--- src/rtl/rc4_keystream_decrypt.sv ---
// rc4_keystream_decrypt
//   RC4 PRGA stage of the decryption datapath. Walks the already-shuffled
//   S array, XORs each keystream byte with one encrypted ROM byte and
//   writes the plaintext to the decrypted RAM. Optionally aborts on the
//   first plaintext byte outside {space, 'a'..'z'}, so a bad key can be
//   rejected early.
//
// Ports
//   clk, reset          clock, synchronous active-high reset
//   start               begin a run (only sampled in IDLE)
//   s_address/s_data/s_wren/s_q       S RAM port (read data one cycle late)
//   rom_address/rom_q                 encrypted ROM port (one cycle late)
//   dec_address/dec_data/dec_wren     decrypted RAM write port
//   done                one-cycle pulse at the end of a run
//   key_ok              1 = all bytes passed the check; valid from done,
//                       held until the next start
//
// state   | meaning
// --------+-----------------------------------------------
// IDLE    | waiting for start
// INC_I   | i <= i+1
// RD_SI_A | drive s_address = i
// RD_SI   | capture si = s[i]
// UPD_J   | j <= j+si
// RD_SJ_A | drive s_address = j
// RD_SJ   | capture sj = s[j]
// WR_SI   | s[i] <= sj
// WR_SJ   | s[j] <= si
// RD_F_A  | drive s_address = si+sj, rom_address = k
// RD_F    | capture keystream byte f and encrypted byte ek
// WR_DEC  | dec[k] <= f^ek, check, advance or finish
// DONE    | pulse done, return to IDLE
module rc4_keystream_decrypt #(
  parameter int MSG_LENGTH  = 32,
  parameter int MSG_ADDR_W  = 5,
  parameter int CHECK_CHARS = 1
) (
  input  logic                  clk,
  input  logic                  reset,
  input  logic                  start,
  output logic [7:0]            s_address,
  output logic [7:0]            s_data,
  output logic                  s_wren,
  input  logic [7:0]            s_q,
  output logic [MSG_ADDR_W-1:0] rom_address,
  input  logic [7:0]            rom_q,
  output logic [MSG_ADDR_W-1:0] dec_address,
  output logic [7:0]            dec_data,
  output logic                  dec_wren,
  output logic                  done,
  output logic                  key_ok
);

  localparam logic [MSG_ADDR_W-1:0] K_LAST = MSG_ADDR_W'(MSG_LENGTH - 1);

  typedef enum logic [3:0] {
    IDLE, INC_I, RD_SI_A, RD_SI, UPD_J, RD_SJ_A, RD_SJ,
    WR_SI, WR_SJ, RD_F_A, RD_F, WR_DEC, DONE
  } state_t;

  state_t state, state_nx;

  logic [7:0]            i, j, si, sj, f, ek;
  logic [MSG_ADDR_W-1:0] k;
  logic                  fail;
  logic [7:0]            plain;
  logic                  byte_bad;
  logic                  last_byte;

  assign plain     = f ^ ek;
  assign byte_bad  = (CHECK_CHARS != 0) &&
                     !((plain == 8'h20) || ((plain >= 8'h61) && (plain <= 8'h7A)));
  assign last_byte = (k == K_LAST);

  always_ff @(posedge clk) begin
    if (reset) state <= IDLE;
    else       state <= state_nx;
  end

  // Inactive outputs sit at 0 so they are never X and stay flat between
  // active states.
  always_comb begin
    state_nx    = state;
    s_address   = '0;
    s_data      = '0;
    s_wren      = 1'b0;
    rom_address = '0;
    dec_address = '0;
    dec_data    = '0;
    dec_wren    = 1'b0;
    done        = 1'b0;
    case (state)
      IDLE:    if (start) state_nx = INC_I;
      INC_I:   state_nx = RD_SI_A;
      RD_SI_A: begin s_address = i; state_nx = RD_SI; end
      RD_SI:   begin s_address = i; state_nx = UPD_J; end
      UPD_J:   state_nx = RD_SJ_A;
      RD_SJ_A: begin s_address = j; state_nx = RD_SJ; end
      RD_SJ:   begin s_address = j; state_nx = WR_SI; end
      WR_SI: begin
        s_address = i;
        s_data    = sj;
        s_wren    = 1'b1;
        state_nx  = WR_SJ;
      end
      WR_SJ: begin
        s_address = j;
        s_data    = si;
        s_wren    = 1'b1;
        state_nx  = RD_F_A;
      end
      // si/sj are the pre-swap values; their sum equals s[i]+s[j] after
      // the swap, and the read lands after both writes.
      RD_F_A: begin
        s_address   = si + sj;
        rom_address = k;
        state_nx    = RD_F;
      end
      RD_F: begin
        s_address   = si + sj;
        rom_address = k;
        state_nx    = WR_DEC;
      end
      WR_DEC: begin
        dec_address = k;
        dec_data    = plain;
        dec_wren    = 1'b1;
        if (byte_bad || last_byte) state_nx = DONE;
        else                       state_nx = INC_I;
      end
      DONE: begin
        done     = 1'b1;
        state_nx = IDLE;
      end
      default: state_nx = IDLE;
    endcase
  end

  always_ff @(posedge clk) begin
    if (reset) begin
      i      <= '0;
      j      <= '0;
      k      <= '0;
      si     <= '0;
      sj     <= '0;
      f      <= '0;
      ek     <= '0;
      fail   <= 1'b0;
      key_ok <= 1'b0;
    end else begin
      case (state)
        IDLE: if (start) begin
          i      <= '0;
          j      <= '0;
          k      <= '0;
          fail   <= 1'b0;
          key_ok <= 1'b0;
        end
        INC_I: i  <= i + 8'd1;
        RD_SI: si <= s_q;
        UPD_J: j  <= j + si;
        RD_SJ: sj <= s_q;
        RD_F: begin
          f  <= s_q;
          ek <= rom_q;
        end
        WR_DEC: begin
          if (byte_bad)        fail <= 1'b1;
          else if (!last_byte) k    <= k + MSG_ADDR_W'(1);
          // Load the verdict on the way into DONE so it is already valid
          // while done is high.
          if (byte_bad || last_byte) key_ok <= !(fail || byte_bad);
        end
        default: ;
      endcase
    end
  end

endmodule

--- config.mk ---
export PLATFORM = sky130hd
export DESIGN_NAME = rc4_keystream_decrypt
export DESIGN_NICKNAME = d
export VERILOG_FILES = /design/src/rtl/rc4_keystream_decrypt.sv
export SDC_FILE = /design/constraint.sdc
export NUM_CORES = 1
export LEC_CHECK = 0
export BUFFER_PORTS_ARGS = -buffer_cell sky130_fd_sc_hd__buf_2
export CORE_ASPECT_RATIO = 1.5
export CORE_MARGIN = 4
export CORE_UTILIZATION = 45
export CTS_CLUSTER_DIAMETER = 150
export DETAILED_ROUTE_END_ITERATION = 10
export GPL_ROUTABILITY_DRIVEN = 0
export PLACE_DENSITY = 0.71
export SYNTH_ARGS = -nofsm -noshare
export SYNTH_HDL_FRONTEND = slang
export SYNTH_SLANG_ARGS = --single-unit
--- constraint.sdc ---
create_clock -name clk -period 2.3 [get_ports clk]
set_clock_uncertainty 0.2 [all_clocks]
set_input_delay 0.46 -clock clk [delete_from_list [all_inputs] [get_ports clk]]
set_output_delay 0.46 -clock clk [all_outputs]
set_load 0.005 [all_outputs]
==> results of run 1 <==
[worst min path at each step]
stage / from / endpoint / slack (ns) / depth (start not counted)
after floorplan: fail / fail / 0.24 / 1
after CTS: rom_q[1] / ek[1] / 0.13 / 3
after detailed placement: key_ok / key_ok / 0.25 / 2
after global placement: fail / fail / 0.25 / 1
final: rom_q[7] / ek[7] / 0.14 / 3
after global routing: rom_q[3] / ek[3] / 0.14 / 3
[area by class of cell]
cell class,count,area share
clock buffers,12,0.0346
clock inverters,4,0.0162
inverters,13,0.0109
multi-input cells,344,0.506
flip-flops and latches,59,0.268
well taps,100,0.0279
repair buffers,98,0.136
[cell usage in the layout (no fill, tap or decap), drive strengths merged, types with 2 or more instances in the layout]
cell type | netlist | final
buf | 5 | 98
nand2 | 83 | 83
dfxtp | 59 | 59
a21oi | 54 | 54
nor2 | 39 | 39
nand3 | 19 | 19
xnor2 | 17 | 17
ha | 17 | 17
inv | 13 | 13
and2 | 12 | 12
clkbuf | 15 | 12
o21ai | 12 | 12
xor2 | 9 | 9
a22o | 8 | 8
and3 | 6 | 7
a222oi | 5 | 5
nor3 | 5 | 5
nand2b | 4 | 4
or2 | 4 | 4
a21o | 3 | 3
a22oi | 3 | 3
o21bai | 3 | 3
o2111ai | 3 | 3
a41o | 3 | 3
nor2b | 3 | 3
o211ai | 3 | 3
nor3b | 2 | 2
o41ai | 2 | 2
nand4 | 2 | 2
nor4b | 2 | 2
o31ai | 2 | 2
or4 | 2 | 2
nand4b | 2 | 2
or3 | 2 | 2
fa | 2 | 2
bufinv | 0 | 2
a211oi | 2 | 2
mux2 | 2 | 2
[cells by family (layout without fill, tap and decap cells)]
group / Yosys count / in the layout / synth area share
mux: 3 / 3 / 0.0106
fa+ha+maj: 19 / 19 / 0.0737
buf+inv: 33 / 127 / 0.0398
simple gates: 189 / 190 / 0.265
flops: 59 / 59 / 0.345
xor+xnor: 26 / 26 / 0.0686
compound gates: 106 / 106 / 0.197
[layer usage]
layer,up-vias,GRT usage,share of wire
met4,0,0.109,0.032
met1,1623,0.244,0.40
met5,-,0,0
li1,1710,-,-
met2,85,0.377,0.52
met3,24,0.0556,0.050
[registers in the layout, indices dropped and copies added, names as in the netlist]
register	count
ek	8
f	8
fail	1
i	8
j	8
k	5
key_ok	1
si	8
sj	8
state	4
[per-stage QoR]
stage	hold WS [ns]	setup slack, ns
floorplan	0.241	0.0312
global placement	0.248	-0.149
detailed placement	0.253	-0.169
CTS	0.131	-0.518
global route	0.135	-0.640
finish	0.140	-0.495
[report_power, final]
part	switching, mW	internal [mW]
Combinational	0.131	0.0926
Clock	0.429	0.667
Sequential	0.0155	1.03
Total	0.576	1.79
[repair_timing]
action | in CTS | in global routing
pin swaps | 14 | 19
hold buffers | 0 | 0
endpoints found under the setup margin | 28 | 36
cloned | 1 | 1
buffers inserted | 1 | 10
gates resized for setup | 23 | 21
endpoints found under the hold margin | 0 | 0
[worst max-delay path: stages (launching register included)]
cell      delay, ns
dfxtp_2        0.33
ha_4           0.16
fa_2           0.34
a21o_1         0.19
a21oi_2        0.16
o21bai_1       0.10
a21oi_2        0.13
xor2_1         0.16
o21ai_1        0.07
buf_2          0.13
==> results.py, run 1 <==
metrics = {
    "yosys": {
        "ys_seq_elements": 59,
        "synth.avg_cell_area_um2": 7.88,
        "synth.most_common_cell": "nand2_1",
        "synth_area_mm2": 0.00343,
        "ys_top_cells_by_area": "dfxtp_1 (34%), nand2_1 (9.1%), a21oi_1 (7.9%), ha_1 (6.2%), xnor2_1 (4.1%)",
        "synth_seq_area_share": 0.345,
        "synthCells": 435,
        "synth-warning-count": 0,
        "syn_nets": 473,
        "yosys.area.top_type": "dfxtp_1",
        "async_flop_share": 0,
        "synthFlopType": "dfxtp_1",
        "netlist_top_cells_count": "nand2_1 (83), dfxtp_1 (59), a21oi_1 (54), nor2_1 (35)",
        "synth.distinct_cells": 55,
        "synth_top_area_frac": 0.345,
        "synth_edf_count": 0,
    },
    "final_layout": {
        "final_cell_area_mm2": 0.00449,
        "synthToLayoutAreaGrowth_pct": 30.9,
        "fillers": 697,
        "drive_gt1_frac": 0.304,
        "fin_util": 0.613,
        "seqCellArea_mm2": 0.00120,
        "fin_cells": 630,
        "multi_input_area_mm2": 0.00227,
        "nNetsFinal": 563,
        "antenna_cells": 0,
    },
    "cts": {
        "clk_path_buf_depth": 2,
        "clk_pin_slew_ns": 0.07,
        "clock-sinks": 59,
        "cts_tree": "yes",
        "root_buffer": "clkbuf_8",
        "cts_buffers": 9,
        "h-tree-depth": 3,
        "clock_latency_ns": 0.36,
    },
    "power": {
        "powerDensity_mw_per_mm2": 527,
        "ir_worst_vdd_uv": 422,
        "p_leak_nw": 1.91,
        "p_total_mw": 2.37,
    },
    "floorplan": {
        "core_area_mm2": 0.00732,
        "std_cell_rows": 38,
        "dieArea_mm2": 0.00911,
        "die_y_um": 115,
        "ios": 57,
        "die_width_um": 79.3,
        "initial_core_util": 0.468,
    },
    "critical_path": {
        "worst_r2r_path_depth": 9,
        "r2r-end": "j[6]",
        "endpoint": "s_address[6]",
        "path_max_fanout": 2,
        "cp.required_ns": 1.64,
        "end_kind": "output port",
        "startpoint_type": "flip-flop",
        "r2r_slack_ns": 0.13,
        "r2r_start": "si[0]",
        "cp-startpoint": "si[0]",
        "path_class": "reg2out",
        "arrival_ns": 2.14,
    },
    "sta": {
        "finalWorstPathRequiredPeriod_ns": 2.80,
        "worstMarginPinSlew_ns": 0.599,
        "hold_viol": 0,
        "setup_ws_ns": -0.495,
        "max_freq_mhz": 358,
        "finalSetupViolCount": 8,
        "max_slew_margin": 0.599,
        "grt_setup_unrepaired": "true",
        "slew_violations": 0,
        "timing.final.crit_share": 1.22,
        "fin_setup_tns_ns": -2.82,
    },
    "grt": {
        "grt_max_degree": 29,
        "grt_overflow": 0,
        "grt_pass1_vias": 3280,
        "grt_first_pass_wirelength_um": 15400,
        "track_usage": 0.217,
        "antenna_found_initial": 0,
    },
    "detailed_routing": {
        "wl_per_cell_um": 15.2,
        "ant_nets": 0,
        "firstDrtPassIters": 5,
        "drtIter0Drc": 245,
        "drc": 0,
        "via_count": 3442,
        "via_per_inst": 5.46,
        "wl_um": 9560,
    },
    "run": {
        "max-cap-violations": 0,
    },
    "placed_design": {
        "placed_area_mm2": 0.00399,
        "dp_cells": 601,
        "portBuffers": 56,
        "hpwl_um": 6920,
    },
    "outcome": {
        "violations": "setup timing",
        "outcome": "finished with violations",
    },
    "worst_hold_path": {
        "hp-class": "in2reg",
    },
}
Power figures use the tool's default switching activity.
==> run 2: changes to the inputs <==
- CAP_MARGIN: unset -> 30
- CORE_MARGIN: 4 -> 8
==> run 2 against run 1 <==
The run still ends with setup timing left. Via count is 0.96% lower. Non-clock buffer count decreased by 9. Wire length up 4.4%. Sequential power about the same. Final area down 0.14%. Flip-flop and latch count stayed put. Critical path type unchanged. Largest power group unchanged.
==> results.py, run 2 (synthesized netlist as in run 1, its figures left out) <==
metrics = {
    "floorplan": {
        "ios": 57,
        "dieArea_mm2": 0.0107,
        "die_width_um": 87.3,
        "die_y_um": 123,
        "std_cell_rows": 39,
        "core_area_mm2": 0.00751,
        "initial_core_util": 0.456,
    },
    "detailed_routing": {
        "drtIter0Drc": 180,
        "firstDrtPassIters": 4,
        "wl_um": 9980,
        "via_per_inst": 5.48,
        "drc": 0,
        "ant_nets": 0,
        "wl_per_cell_um": 16.0,
        "via_count": 3409,
    },
    "power": {
        "p_leak_nw": 1.90,
        "powerDensity_mw_per_mm2": 579,
        "ir_worst_vdd_uv": 502,
    },
    "sta": {
        "max_slew_margin": 0.583,
        "timing.final.crit_share": 1.21,
        "finalWorstPathRequiredPeriod_ns": 2.79,
        "max_freq_mhz": 358,
        "slew_violations": 0,
        "grt_setup_unrepaired": "true",
        "worstMarginPinSlew_ns": 0.623,
        "finalSetupViolCount": 8,
        "hold_viol": 0,
        "setup_ws_ns": -0.490,
    },
    "final_layout": {
        "fillers": 702,
        "layout_commonest_cell": "nand2_1",
        "multi_input_area_mm2": 0.00227,
        "fin_util": 0.596,
        "synthToLayoutAreaGrowth_pct": 30.7,
        "antenna_cells": 0,
        "seqCellArea_mm2": 0.00120,
        "layout_common_cells": "nand2_1 (83), buf_2 (56), a21oi_1 (49), dfxtp_1 (49), nor2_1 (33)",
        "drive_gt1_frac": 0.294,
        "final_cell_area_mm2": 0.00448,
        "nNetsFinal": 554,
    },
    "grt": {
        "grt_first_pass_wirelength_um": 15600,
        "grt_max_degree": 28,
        "grt_overflow": 0,
        "track_usage": 0.185,
        "grt_pass1_vias": 3334,
        "antenna_found_initial": 0,
    },
    "placed_design": {
        "portBuffers": 56,
        "placed_area_mm2": 0.00400,
        "hpwl_um": 7310,
    },
    "outcome": {
        "violations": "setup timing",
        "outcome": "finished with violations",
    },
    "cts": {
        "clk_pin_slew_ns": 0.05,
        "clock-sinks": 59,
        "cts_tree": "yes",
        "clock_latency_ns": 0.33,
        "clk_path_buf_depth": 2,
        "h-tree-depth": 3,
        "cts_buffers": 9,
        "root_buffer": "clkbuf_16",
    },
    "critical_path": {
        "r2r_slack_ns": 0.01,
        "slowest_delay_ns": 0.34,
        "path_class": "reg2out",
        "crit_chain": "ha_4 -> fa_2 -> a21o_1 -> a21oi_2 -> o21bai_1 -> a21oi_1 -> xor2_1 -> o21ai_1 -> buf_2",
        "startpoint_type": "flip-flop",
        "cp.required_ns": 1.64,
        "path_max_fanout": 2,
        "cp_slowest_cell": "fa_2",
        "end_kind": "output port",
        "arrival_ns": 2.13,
    },
    "worst_hold_path": {
        "hp-class": "in2reg",
    },
    "run": {
        "max-cap-violations": 0,
    },
}
run 2: changes by cell type in the layout (fill, tap and decap cells not counted), moves of 2 or more:
cell / before / now
clkbuf_8: 11 / 2
dfxtp_4: 5 / 3
dfxtp_1: 51 / 49
clkbuf_16: 0 / 9
buf_6: 4 / 2
buf_4: 38 / 31
dfxtp_2: 3 / 7
run 2: worst paths after layout:
| path | to | depth (start not counted) | from |
|---|---|---|---|
| worst min register to register | key_ok | 2 | key_ok |
| worst max-delay path | s_address[6] | 9 | sj[0] |
| worst max register to register | j[7] | 8 | si[1] |
| worst min-delay path | ek[4] | 3 | rom_q[4] |
run 2: per-layer routing:
layer  share of wire  GRT usage  up-vias
met5               0          0        -
met2            0.54      0.333       71
met4          0.0099     0.0714        0
met1            0.40      0.199     1644
li1                -          -     1687
met3           0.044     0.0532        7
run 2: layout make-up:
type	count	share of cell area
multi-input cells	344	0.507
clock buffers	13	0.0581
repair buffers	89	0.120
well taps	102	0.0285
clock inverters	2	0.00782
inverters	13	0.0109
flip-flops and latches	59	0.268
run 2: stage by stage:
stage	setup TNS, ns	setup WS (ns)	instances	hold slack, ns	power, mW
2_1_floorplan	0	0.0312	435	0.241	1.18
3_3_place_gp	-0.387	-0.136	604	0.247	1.26
3_5_place_dp	-0.571	-0.192	604	0.254	1.26
4_1_cts	-2.15	-0.476	619	0.166	2.60
5_1_grt	-3.15	-0.625	622	0.171	2.68
6_report	-2.33	-0.490	622	0.172	2.59
run 2: critical path, delay by kind of cell (launching register included):
kind            cells  cell delay (ns)
compound gates      5             0.67
xor+xnor            1             0.18
fa+ha+maj           2             0.50
buf+inv             1             0.13
flops               1             0.33
run 2: timing repair:
item / CTS / global route
gates resized for setup: 27 / 12
setup endpoints to repair: 27 / 26
pin swaps: 14 / 11
hold buffers: 0 / 0
buffers inserted: 0 / 2
cloned: 0 / 1
run 2: power by group:
group          leakage [nW]  internal [mW]  switching [mW]  total [mW]
clock                 0.146          0.889           0.441        1.33
sequential            0.481           1.03          0.0156        1.05
combinational          1.27         0.0860           0.129       0.215
total                  1.90           2.01           0.585        2.59
